## config.mk

```make
export PLATFORM = sky130hd
export DESIGN_NAME = matmul_sequencer
export DESIGN_NICKNAME = d
export VERILOG_FILES = /design/src/rtl/matmul_pkg.sv /design/src/rtl/matmul_index_counter.sv /design/src/rtl/matmul_sequencer.sv
export SDC_FILE = /design/constraint.sdc
export NUM_CORES = 1
export LEC_CHECK = 0
export CAP_MARGIN = 5
export CORE_MARGIN = 2
export CORE_UTILIZATION = 29
export DETAILED_ROUTE_END_ITERATION = 6
export HOLD_SLACK_MARGIN = 0.12
export PLACE_DENSITY = 0.83
export REMOVE_ABC_BUFFERS = 1
export SYNTH_ARGS = -nofsm -noshare
export SYNTH_HDL_FRONTEND = slang
export SYNTH_SLANG_ARGS = --single-unit
```

## constraint.sdc

```tcl
create_clock -name clk -period 1.32 [get_ports clk]
set_input_delay 0.264 -clock clk [delete_from_list [all_inputs] [get_ports clk]]
set_output_delay 0.264 -clock clk [all_outputs]
set_load 0.01 [all_outputs]
```

## src/rtl/matmul_pkg.sv

```systemverilog
// matmul_pkg: shared widths and FSM encoding for the matrix-multiply sequencer
package matmul_pkg;
    localparam int DIM_DEF = 4;
    localparam int DATA_W = 8;
    localparam int ACC_W = 32;
    typedef enum logic [1:0] {ST_IDLE, ST_RUN, ST_DRAIN, ST_DONE} state_t;
endpackage

```

## src/rtl/matmul_index_counter.sv

```systemverilog
// matmul_index_counter: nested i/j/k walk over a DIM^3 product, k innermost
module matmul_index_counter #(
    parameter int DIM = 4,
    parameter int IDX_W = $clog2(DIM)
) (
    input  logic             clk,
    input  logic             reset,
    input  logic             i_clear,
    input  logic             i_advance,
    output logic [IDX_W-1:0] o_i,
    output logic [IDX_W-1:0] o_j,
    output logic [IDX_W-1:0] o_k,
    output logic             o_last
);
    logic [IDX_W-1:0] r_i, r_j, r_k;
    logic w_i_last, w_j_last, w_k_last;
    assign w_i_last = r_i == IDX_W'(DIM - 1);
    assign w_j_last = r_j == IDX_W'(DIM - 1);
    assign w_k_last = r_k == IDX_W'(DIM - 1);
    assign o_last = w_i_last & w_j_last & w_k_last;
    assign o_i = r_i;
    assign o_j = r_j;
    assign o_k = r_k;
    // DIM is a power of two, so each index wraps to zero on its own
    always_ff @(posedge clk) begin
        if (!reset || i_clear) begin
            r_i <= '0;
            r_j <= '0;
            r_k <= '0;
        end else if (i_advance) begin
            r_k <= r_k + IDX_W'(1);
            if (w_k_last) begin
                r_j <= r_j + IDX_W'(1);
                if (w_j_last) r_i <= r_i + IDX_W'(1);
            end
        end
    end
endmodule

```

## src/rtl/matmul_sequencer.sv

```systemverilog
// matmul_sequencer: walks C = A x B, feeds the MAC one product per cycle and writes each dot product to C
module matmul_sequencer
    import matmul_pkg::*;
#(
    parameter int DIM = DIM_DEF,
    parameter int ADDR_W = $clog2(DIM * DIM)
) (
    input  logic              clk,
    input  logic              reset,
    input  logic              start,
    output logic              busy,
    output logic              done,
    output logic [ADDR_W-1:0] a_addr,
    output logic [ADDR_W-1:0] b_addr,
    input  logic [DATA_W-1:0] a_rdata,
    input  logic [DATA_W-1:0] b_rdata,
    output logic [DATA_W-1:0] mac_a,
    output logic [DATA_W-1:0] mac_b,
    output logic              mac_enable,
    output logic              mac_start,
    input  logic [ACC_W-1:0]  mac_acc,
    output logic              c_we,
    output logic [ADDR_W-1:0] c_addr,
    output logic [ACC_W-1:0]  c_wdata
);
    localparam int IDX_W = $clog2(DIM);
    state_t r_state, w_next;
    logic r_drain;
    logic w_run, w_last;
    logic [IDX_W-1:0] w_i, w_j, w_k;
    logic r_v1, r_first1, r_last1, r_v2;
    logic [ADDR_W-1:0] r_cidx1, r_cidx2;
    assign w_run = r_state == ST_RUN;
    matmul_index_counter #(.DIM(DIM), .IDX_W(IDX_W)) u_idx (
        .clk(clk),
        .reset(reset),
        .i_clear(r_state == ST_IDLE && start),
        .i_advance(w_run),
        .o_i(w_i),
        .o_j(w_j),
        .o_k(w_k),
        .o_last(w_last)
    );
    // Row-major addresses reduce to index concatenation because DIM is a power of two
    assign a_addr = ADDR_W'({w_i, w_k});
    assign b_addr = ADDR_W'({w_k, w_j});
    assign mac_a = a_rdata;
    assign mac_b = b_rdata;
    assign mac_enable = r_v1;
    assign mac_start = r_v1 & r_first1;
    assign c_we = r_v2;
    assign c_addr = r_cidx2;
    assign c_wdata = mac_acc;
    always_comb begin
        w_next = r_state;
        busy = 1'b0;
        done = 1'b0;
        case (r_state)
            ST_IDLE:  w_next = start ? ST_RUN : ST_IDLE;
            ST_RUN: begin
                busy = 1'b1;
                w_next = w_last ? ST_DRAIN : ST_RUN;
            end
            ST_DRAIN: begin
                busy = 1'b1;
                w_next = r_drain ? ST_DONE : ST_DRAIN;
            end
            default: begin
                done = 1'b1;
                w_next = ST_IDLE;
            end
        endcase
    end
    always_ff @(posedge clk) begin
        if (!reset) begin
            r_state <= ST_IDLE;
            r_drain <= 1'b0;
        end else begin
            r_state <= w_next;
            r_drain <= (r_state == ST_DRAIN) ? ~r_drain : 1'b0;
        end
    end
    // Stage 1 lines up with the memory read; stage 2 lines up with the MAC accumulator
    always_ff @(posedge clk) begin
        if (!reset) begin
            r_v1 <= 1'b0;
            r_first1 <= 1'b0;
            r_last1 <= 1'b0;
            r_cidx1 <= '0;
            r_v2 <= 1'b0;
            r_cidx2 <= '0;
        end else begin
            r_v1 <= w_run;
            r_first1 <= w_k == '0;
            r_last1 <= w_k == IDX_W'(DIM - 1);
            r_cidx1 <= ADDR_W'({w_i, w_j});
            r_v2 <= r_v1 & r_last1;
            r_cidx2 <= r_cidx1;
        end
    end
endmodule

```

---- Word level (Yosys, flattened, before mapping) ----
Cells that the tools add are included.
word-level totals
  register bits after elaboration ......... 21
  bits in writable memories ............... 0
  logic and storage cells ................. 40
  output and inout port bits .............. 65
  latch bits .............................. 0
  bits in read-only memories .............. 0
  memories kept ........................... 0
operators by class
  mux-type cells .......................... 6
  reduce and logical (&&, ||, !) cells .... 10
  divide/modulo/power cells ............... 0
  multiply operators ...................... 0
  shift operators ......................... 0
  $lt $le $gt $ge ......................... 0
  $add $sub $neg .......................... 3
  eq/ne operators ......................... 5
  bitwise gates (word level) .............. 5
operator list
  cell                                                                    count
  2-bit equality test (second input constant)                             4
  2-bit by 1-bit adder with 2-bit output (second input constant)          3
  2-bit case mux with 3 select lines                                      1
  1-bit AND                                                               4
  2-bit logical NOT                                                       2
  1-bit two-way mux                                                       4
  2-bit AND reduction                                                     2
  3-bit AND reduction                                                     1
  3-bit OR reduction                                                      1
  2-bit by 1-bit equality test with 1-bit output (second input constant)  1
  2-bit two-way mux                                                       1
  2-bit OR reduction                                                      1
  1-bit logical AND                                                       1
  1-bit logical NOT                                                       1
  1-bit logical OR                                                        1
  1-bit inverter                                                          1

---- Longest topological paths before layout ----
Gate-level depths: netlist of the first run.
  depth in word-level cells ............... 5
  mapped depth ............................ 6
  gate-level depth less buffers ........... 5

---- By module ----
Synthesis of the first run repeated with hierarchy kept, for this count alone.
second synthesis, totals
  cells, all modules ...................... 124
  area total of the unflattened synthesis .. 1194.9 um^2
modules (own cells, without submodules)
  module                area an instance (um^2)  instances  cells an instance  seq. area each (um^2)
  matmul_sequencer      892.1                    1          95                 300.3
  matmul_index_counter  302.8                    1          29                 120.1

---- Worst setup path after synthesis of the first run ----
Ideal clock, no wire load.
  path type ............................... register to register
  start ................................... reg r_state[1]
  end ..................................... reg r_state[0]
  path buffers ............................ 1
  setup slack ............................. 0.126 ns
  period minus slack after synthesis ...... 1.194 ns
  arrival time ............................ 1.066 ns
  stages on the path, launching flop included .. 6
  required time ........................... 1.193 ns
  cell sequence ........................... dfxtp_1 > inv_1 > ha_1 > buf_4 > a222oi_1 > nor3b_1
between the ends
  cells in the longest elaborated chain, start to end .. 2
  elaborated cells between the ends (all ways) .. 4
  those cells by class .................... eq/ne (2); mux (1); reduce/logical (1)
RTL lines
  what                                            line                       RTL
  from (decl)                                     matmul_sequencer.sv:27     state_t r_state, w_next;
  from (signal assigned)                          matmul_sequencer.sv:79     r_state <= w_next;
  2-bit by 1-bit equality test with 1-bit output  n/a
  net u_idx.i_advance                             matmul_index_counter.sv:9  input logic i_advance,
  2-bit case mux with 3 select lines              matmul_sequencer.sv:58     case (r_state)
The timed path passes the listed nets, and every way through them passes these cells.
A chain may end at the register's enable or synchronous reset.

---- Worst setup path in the final report of the first run ----
  start ................................... reg r_state[1]
  end ..................................... out done
between the ends
  cells in the longest elaborated chain, start to end .. 3
  elaborated cells between the ends (all ways) .. 5
  those cells by class .................... eq/ne (2); mux (1); reduce/logical (2)
RTL lines
  what                                               line                    RTL
  2-bit equality test, or another cell as far along  matmul_sequencer.sv:58
  3-bit OR reduction (no line) (*)                   n/a
  1-bit two-way mux (*)                              matmul_sequencer.sv:58
  to (decl)                                          matmul_sequencer.sv:12  output logic done,
Every way passes the cells marked *; elsewhere a longest branch is shown, timed or not.

==> results of run 1 <==
## metrics by stage
step	instances	area, um2
finish	151	1130
global route	151	1130
CTS	150	1100
detailed placement	146	1070
global placement	146	1070
floorplan	72	781
## routing by layer
| metal | GRT usage [%] | vias to the layer above | routed length (um) |
|---|---|---|---|
| li1 | - | 291 | - |
| met1 | 15.8 | 281 | 1190 |
| met2 | 19.6 | 88 | 1330 |
| met3 | 27.5 | 4 | 1430 |
| met4 | 4.85 | 0 | 34 |
| met5 | 10.0 | - | 0 |
## state kept, by name, indices dropped and copies added, names as in the netlist
signal	count
r_drain	1
u_idx.o_j	2
r_last1	1
u_idx.o_i	2
c_addr	4
mac_enable	1
c_we	1
r_state	2
r_cidx1	4
r_first1	1
u_idx.o_k	2
## cell families after synthesis
family                     count (synthesis)  synth area share (%)
DFF                                       21                  36.0
and+or+nand+nor                           30                  14.2
AOI/OAI and AO/OA                          3                  1.71
adders and majority gates                  9                  9.64
buffers and inverters                     56                  34.5
xor gates and xnor gates                   3                  2.25
muxes                                      2                  1.71
## final cells by class
| cell class | count | area share [%] |
|---|---|---|
| Inverter | 4 | 1.33 |
| Clock inverter | 1 | 0.442 |
| Tap cell | 50 | 5.53 |
| Clock buffer | 3 | 3.65 |
| Sequential cell | 21 | 37.7 |
| Multi-Input combinational cell | 47 | 32.7 |
| Timing Repair Buffer | 25 | 18.6 |
## worst max path at each step
stage,endpoint,slack [ns]
finish,done,0.03
global route,busy,0.001
CTS,busy,0.003
detailed placement,busy,-0.13
global placement,busy,-0.11
floorplan,r_state[0],0.08
## cell usage after synthesis, drive strengths merged
cell type | number | area [um2]
a222oi | 1 | 10.0
nand3 | 5 | 35.0
and3 | 1 | 6.26
buf | 52 | 388
a21oi | 1 | 5.00
xnor2 | 1 | 8.76
and2 | 12 | 76.3
ha | 9 | 113
o21ai | 1 | 5.00
nand2 | 5 | 18.8
nor3b | 1 | 7.51
dfxtp | 21 | 420
nor2 | 6 | 22.5
mux2i | 2 | 20.0
xor2 | 2 | 17.5
inv | 4 | 15.0
## power by group through the flow
stage / Clock (mW) / Sequential [mW] / Combinational [mW]
3_3_place_gp: 0 / 0.664 / 0.0885
3_5_place_dp: 0 / 0.664 / 0.0906
2_1_floorplan: 0 / 0.668 / 0.0362
5_1_grt: 0.444 / 0.653 / 0.105
4_1_cts: 0.421 / 0.651 / 0.0837
6_report: 0.400 / 0.651 / 0.0960
## timing repair
action	CTS	global route
setup buffers	0	1
endpoints found under the setup margin	18	1
resized for setup	29	5
cloned	0	0
endpoints found under the hold margin	0	0
==> reports/results.ini, run 1 <==
[status]
status=finished clean

[critical_path]
critPathLaunchType=register
r2r_setup_slack_ns=0.13
crit_path_max_incr_delay_ns=0.33
critPathBufInv=2
worst-path-stages=3
crit_path_start=r_state[1]
path_delay_family=flip-flops
crit_required_ns=1.06
crit_path_top_delay_cell=dfxtp_2
worst-setup-path-type=reg2out
worstPathCellList=buf_4, ha_1, buf_2
r2r-start=r_state[1]
crit_path_end_kind=output port
cp_max_fo=4
arrival_ns=1.02
worst_r2r_endpoint=r_state[0]
worst-r2r-cell-count=4

[synthesis]
synth_seq_cells=21
syn_area_per_cell_um2=9.42
yosysWarnings=0
yosysUniqueCellTypes=19
syn_inst=124
syn_area_um2=1170
synth_seq_area_share_pct=36.0

[grt]
grt_max_degree=13
grt_pass1_vias=621
antenna_found_initial=0
grt_overflow=0
grtUsageTotal_pct=17.7
grt_first_pass_wirelength_mm=5.17

[finish]
multi_input_area_um2=370
num_antenna_cells=0
mostFrequentLayoutCell=dfxtp_1
seq_area_um2=427
drive_above_1_share_pct=23.8
fillers=397
final_cell_mix=dfxtp_1, dlygate4sd2_1, and2_1
nets=162
fin_util_pct=28.7
syn_to_final_growth_pct=-3.21

[detailed_routing]
wl_per_cell_um=26.4
dr.pass1.iters=4
viasPerCell=4.40
wl_mm=3.99
drc_errors=0
dr_total_vias=664
ant_nets=0
drtIter0Drc=17

[power]
total_power_mw=1.15
ir_drop_mv=0.436
seqPwrFrac_pct=56.8
p_per_area_nw_per_um2=1010
clockPowerShare_pct=34.8
p_sw_share_pct=21.3
internal_power_mw=0.903
p_sw_mw=0.244
combPwrFrac_pct=8.4
p_leak_nw=0.545

[timing]
setup-violations-final=0
min_period_over_period_pct=97.5
rsz0062_at_grt=no
slew_violations=0
tightest_slew_ns=0.262
hold_viol_final=0
fmax_mhz=777
setup_ws_ns=0.0325
fin_skew_ns=0.000741
slew_headroom_pct=82.5
finalSetupTns_ns=0
period_needed_ns=1.29
holdWs_ns=0.414

[die]
die_y_um=67.5
fp.dieW_um=67.5
core_area_um2=3940
start_util_pct=29.6
num_rows=23
dieArea_um2=4550
ioPinCount=116

[clock_network]
cts-root-buf=clkbuf_8
clock_latency_ns=0.25
clock_path_buffers=2
hold_buffers=0
path_clk_slew_ns=0.07
cts_tree=done
cts_sinks=21
numCtsBuffers=3
h-tree-depth=1

[hold_path]
hp-class=reg2reg
holdPathStages=1
holdPathEnd=r_drain
hp-start=r_drain

[placed_design]
hpwl_mm=3.45
place_ws_ns=-0.127
io_buffers=19
gp_congestion=0.813

[run]
maxCapViolCount=0

No activity file was read; power rests on OpenSTA's default activity.
==> run 2: changes to the inputs <==
Settings changed: CAP_MARGIN 5 to 25.
==> results of run 2 <==
Same layout as run 1: the final DEF is identical, and so are final timing and power.
==> RTL change 1, RTL diff (settings of run 1) <==
Add an input register stage for `start`, `a_rdata`, `b_rdata` and `mac_acc`, without a reset; this delays them by one clock.
--- a/src/rtl/matmul_sequencer.sv
+++ b/src/rtl/matmul_sequencer.sv
@@ -24,6 +24,19 @@
     output logic [ACC_W-1:0]  c_wdata
 );
     localparam int IDX_W = $clog2(DIM);
+
+    logic start_q;
+    logic [DATA_W-1:0] a_rdata_q;
+    logic [DATA_W-1:0] b_rdata_q;
+    logic [ACC_W-1:0] mac_acc_q;
+
+    always_ff @(posedge clk) begin
+        start_q   <= start;
+        a_rdata_q <= a_rdata;
+        b_rdata_q <= b_rdata;
+        mac_acc_q <= mac_acc;
+    end
+
     state_t r_state, w_next;
     logic r_drain;
     logic w_run, w_last;
@@ -34,7 +47,7 @@
     matmul_index_counter #(.DIM(DIM), .IDX_W(IDX_W)) u_idx (
         .clk(clk),
         .reset(reset),
-        .i_clear(r_state == ST_IDLE && start),
+        .i_clear(r_state == ST_IDLE && start_q),
         .i_advance(w_run),
         .o_i(w_i),
         .o_j(w_j),
@@ -44,19 +57,19 @@
     // Row-major addresses reduce to index concatenation because DIM is a power of two
     assign a_addr = ADDR_W'({w_i, w_k});
     assign b_addr = ADDR_W'({w_k, w_j});
-    assign mac_a = a_rdata;
-    assign mac_b = b_rdata;
+    assign mac_a = a_rdata_q;
+    assign mac_b = b_rdata_q;
     assign mac_enable = r_v1;
     assign mac_start = r_v1 & r_first1;
     assign c_we = r_v2;
     assign c_addr = r_cidx2;
-    assign c_wdata = mac_acc;
+    assign c_wdata = mac_acc_q;
     always_comb begin
         w_next = r_state;
         busy = 1'b0;
         done = 1'b0;
         case (r_state)
-            ST_IDLE:  w_next = start ? ST_RUN : ST_IDLE;
+            ST_IDLE:  w_next = start_q ? ST_RUN : ST_IDLE;
             ST_RUN: begin
                 busy = 1'b1;
                 w_next = w_last ? ST_DRAIN : ST_RUN;
Formal check against the unedited RTL: not equivalent (a bounded check fails within 4 cycles, from zero or initial values and one cycle with reset low).
==> RTL change 1 against run 1 <==
  * The run now ends with setup timing left
  * Setup slack worse by 0.052 ns
  * Critical path depth stayed put
  * Combinational power grew to 3.9 times the old value
  * Non-clock buffer count is 96 higher
  * Cell area grew to 2.9 times the old value
  * Area after synthesis is 53% higher
  * Routed wire length is 2.0% lower
  * Clock skew is 0.0042 ns higher
  * Total power grew to 3.9 times the old value
  * Sequential cell count is 49 higher
  * Largest cell class unchanged
==> RTL change 1: results (changes against run 1) <==
status=finished with violations; crit-path max FO=2 (-2); post-cts resize count=82 (+180%); gr usage total=10.7% (-7.0 points); Place WS=-0.119 ns (+0.00870 ns); share of the yosys chip area belonging to registers=78.3% (+42 points); Non-clock buffers=121 (+380%); flip-flop and latch power=2220 µW (+240%); core area=5960 µm² (+51%); FF-to-FF setup slack=0.06 ns (-0.07 ns); Vias per Instance=3.87 (-12%); setup TNS=-0.0193 ns (-0.0193 ns); Layout clock area frac=6.83% (+2.7 points); first-pass GRT wire length=5.23 mm (+1.2%); skew final=0.00496 ns (+0.00422 ns); top post-synthesis cells by count=dfxtp_1 (70), and2_1 (11), ha_1 (9); CTS Buf Count=9 (+6); final worst slack=-0.0193 ns (-0.0518 ns); met3 wire len=517 µm (-64%); port buffer count=115 (+96); Hold Worst Slack=0.375 ns (-0.0392 ns); first-iteration detailed-routing DRC count=21 (+4); htree depth=3 (+2); failing checks=setup timing; Synth area leaders=dfxtp_1 (78%), ha_1 (6.3%), and2_1 (3.8%); final setup fails=1 (+1); Post-DP Area=3040 µm² (+180%); met1 WL=1.40 mm (+17%); Worst path max stage delay=0.35 ns (+0.02 ns); WL/cell=11.7 µm (-56%); power share of the clock group=41.6% (+6.8 points); placed insts=316 (+120%); met2 routed WL=1.92 mm (+44%); Cells after Synth=125 (+0.81%); switching power=899 µW (+270%); Worst VDD drop=0.735 mV (+68%); Layout Cells excl Fill=333 (+120%); clkbuf count=10 (+7); layout cells sized above 1=15.1% (-8.6 points); register share of the cell area=43.2% (+5.5 points); Leak=0.00148 µW (+170%); Pwr Density=1370 nW/µm² (+35%); register area=1410 µm² (+230%); worst hold path class=input pin to flip-flop
## RTL change 1: cell count changes after synthesis
cell / before / now
buf_4: 51 / 3
dfxtp_1: 21 / 70
## RTL change 1: kinds of logic (layout without fill, tap and decap cells)
logic type | Yosys count | count (layout) | share of synthesized area (%)
xor gates and xnor gates | 3 | 3 | 1.47
AOI/OAI and AO/OA | 3 | 3 | 1.12
muxes | 2 | 2 | 1.12
adders and majority gates | 9 | 9 | 6.29
and+or+nand+nor | 30 | 30 | 9.30
DFF | 70 | 70 | 78.3
buffers and inverters | 8 | 141 | 2.38
## RTL change 1: final timing paths
kind / cells after the start / startpoint / to
min: 1 / start / start_q
max reg2reg: 5 / r_state[0] / r_state[0]
min reg2reg: 1 / r_drain / r_drain
max: 3 / r_state[1] / busy
## RTL change 1: metal layers
layer / GRT usage, % / vias up
met4: 8.85 / 0
met3: 4.46 / 5
met1: 10.3 / 569
met5: 0 / -
met2: 17.7 / 68
li1: - / 647
==> RTL change 2, RTL diff (settings of run 1) <==
Made on the original files. Set the package constant `DIM_DEF` to 8 (it was 4).
--- a/src/rtl/matmul_pkg.sv
+++ b/src/rtl/matmul_pkg.sv
@@ -1,6 +1,6 @@
 // matmul_pkg: shared widths and FSM encoding for the matrix-multiply sequencer
 package matmul_pkg;
-    localparam int DIM_DEF = 4;
+    localparam int DIM_DEF = 8;
     localparam int DATA_W = 8;
     localparam int ACC_W = 32;
     typedef enum logic [1:0] {ST_IDLE, ST_RUN, ST_DRAIN, ST_DONE} state_t;
Interface: changed (resized a_addr, b_addr and c_addr); port bits go from 116 to 122. The function was not compared with the original's and may differ.
==> RTL change 2 against run 1 <==
  * Die area up 21%
  * Area after synthesis up 23%
  * Critical path depth unchanged
  * Highest routed layer is now met5
  * Setup slack worse by 0.0047 ns
  * First-iteration DRC count rose to 4.1 times the old value
  * Clock power up 12%
  * Final cell count up 34%
  * Routed wire length up 17%
  * Non-clock buffer count up 14
  * Total power up 24%
  * Largest cell class unchanged
  * Sequential cell count up 7
  * Combinational power up 26%
  * Clock skew up 0.0055 ns
  * Cell area up 37%
==> RTL change 2: results (changes against run 1) <==
status=complete, no violations; Leak=0.000733 µW (+34%); Final Power=1430 µW (+24%); Post-DP Area=1470 µm² (+37%); Cells after Synth=148 (+19%); met3 Usage GRT=23.2% (-4.3 points); multi-input combinational cell area=503 µm² (+36%); GRT met1 Usage=17.3% (+1.6 points); port buffer count=25 (+6); Vias per Instance=4.48 (+1.8%); skew final=0.00621 ns (+0.00547 ns); top post-synthesis cells by count=buf_4 (52), dfxtp_1 (28), and2_1 (15); clock network power=447 µW (+12%); seq_cells=28 (+33%); Clk Latency, worst-skew pair=0.27 ns (+0.02 ns); routability cong.=0.788 (-3.1%); grt met2 use=16.8% (-2.8 points); Non-clock buffers=39 (+56%); Sw Ratio=21.3% (about the same); synthesized area=1430 µm² (+23%); clock slew at reported path FFs=0.09 ns (+0.02 ns); Layout fillers=514 (+29%); comb_multi_in=62 (+32%); highest metal layer with signal wires=met5; Worst slew margin=79.3% (-3.2 points); met1 WL=1.60 mm (+34%); Pre-Repair DR Iteration Count=5 (+1); DP Wirelength=3.88 mm (+13%); Synth area leaders=dfxtp_1 (39%), buf_4 (27%), ha_1 (10%); Netlist cell types=22 (+3); largest net degree at the start of global routing=15 (+2); WL/cell=22.9 µm (-13%); met3 wire len=1.40 mm (-2.3%); gr usage total=16.6% (-1.1 points); Layout Cells excl Fill=203 (+34%); vias in the first global route=833 (+34%)
## RTL change 2: changes by cell type after synthesis, moves of 2 or more
cell / before / now
mux2i_1: 2 / 4
nor2_1: 6 / 9
ha_1: 9 / 12
dfxtp_1: 21 / 28
and2_1: 11 / 15
## RTL change 2: logic make-up after synthesis
logic type	Yosys count	share of synthesized area, %
flops	28	39.1
compound gates	4	1.92
simple gates	39	14.9
fa+ha+maj	12	10.5
buf+inv	58	28.9
xor+xnor	3	1.83
mux	4	2.79
## RTL change 2: worst paths after layout
check | from | to | slack (ns) | depth (start not counted)
worst max-delay path | r_state[1] | done | 0.03 | 3
worst min-delay path | r_cidx1[5] | c_addr[5] | 0.44 | 1
worst max register to register | r_state[1] | u_idx.o_k[1] | 0.06 | 6
worst min register to register | r_cidx1[5] | c_addr[5] | 0.44 | 1
## RTL change 2: timing repair
action | 4_1_cts | 5_1_grt
gates cloned | 0 | 0
resized for setup | 35 | 19
setup endpoints to repair | 24 | 15
hold endpoints to repair | 0 | 0
pin swaps | 0 | 1
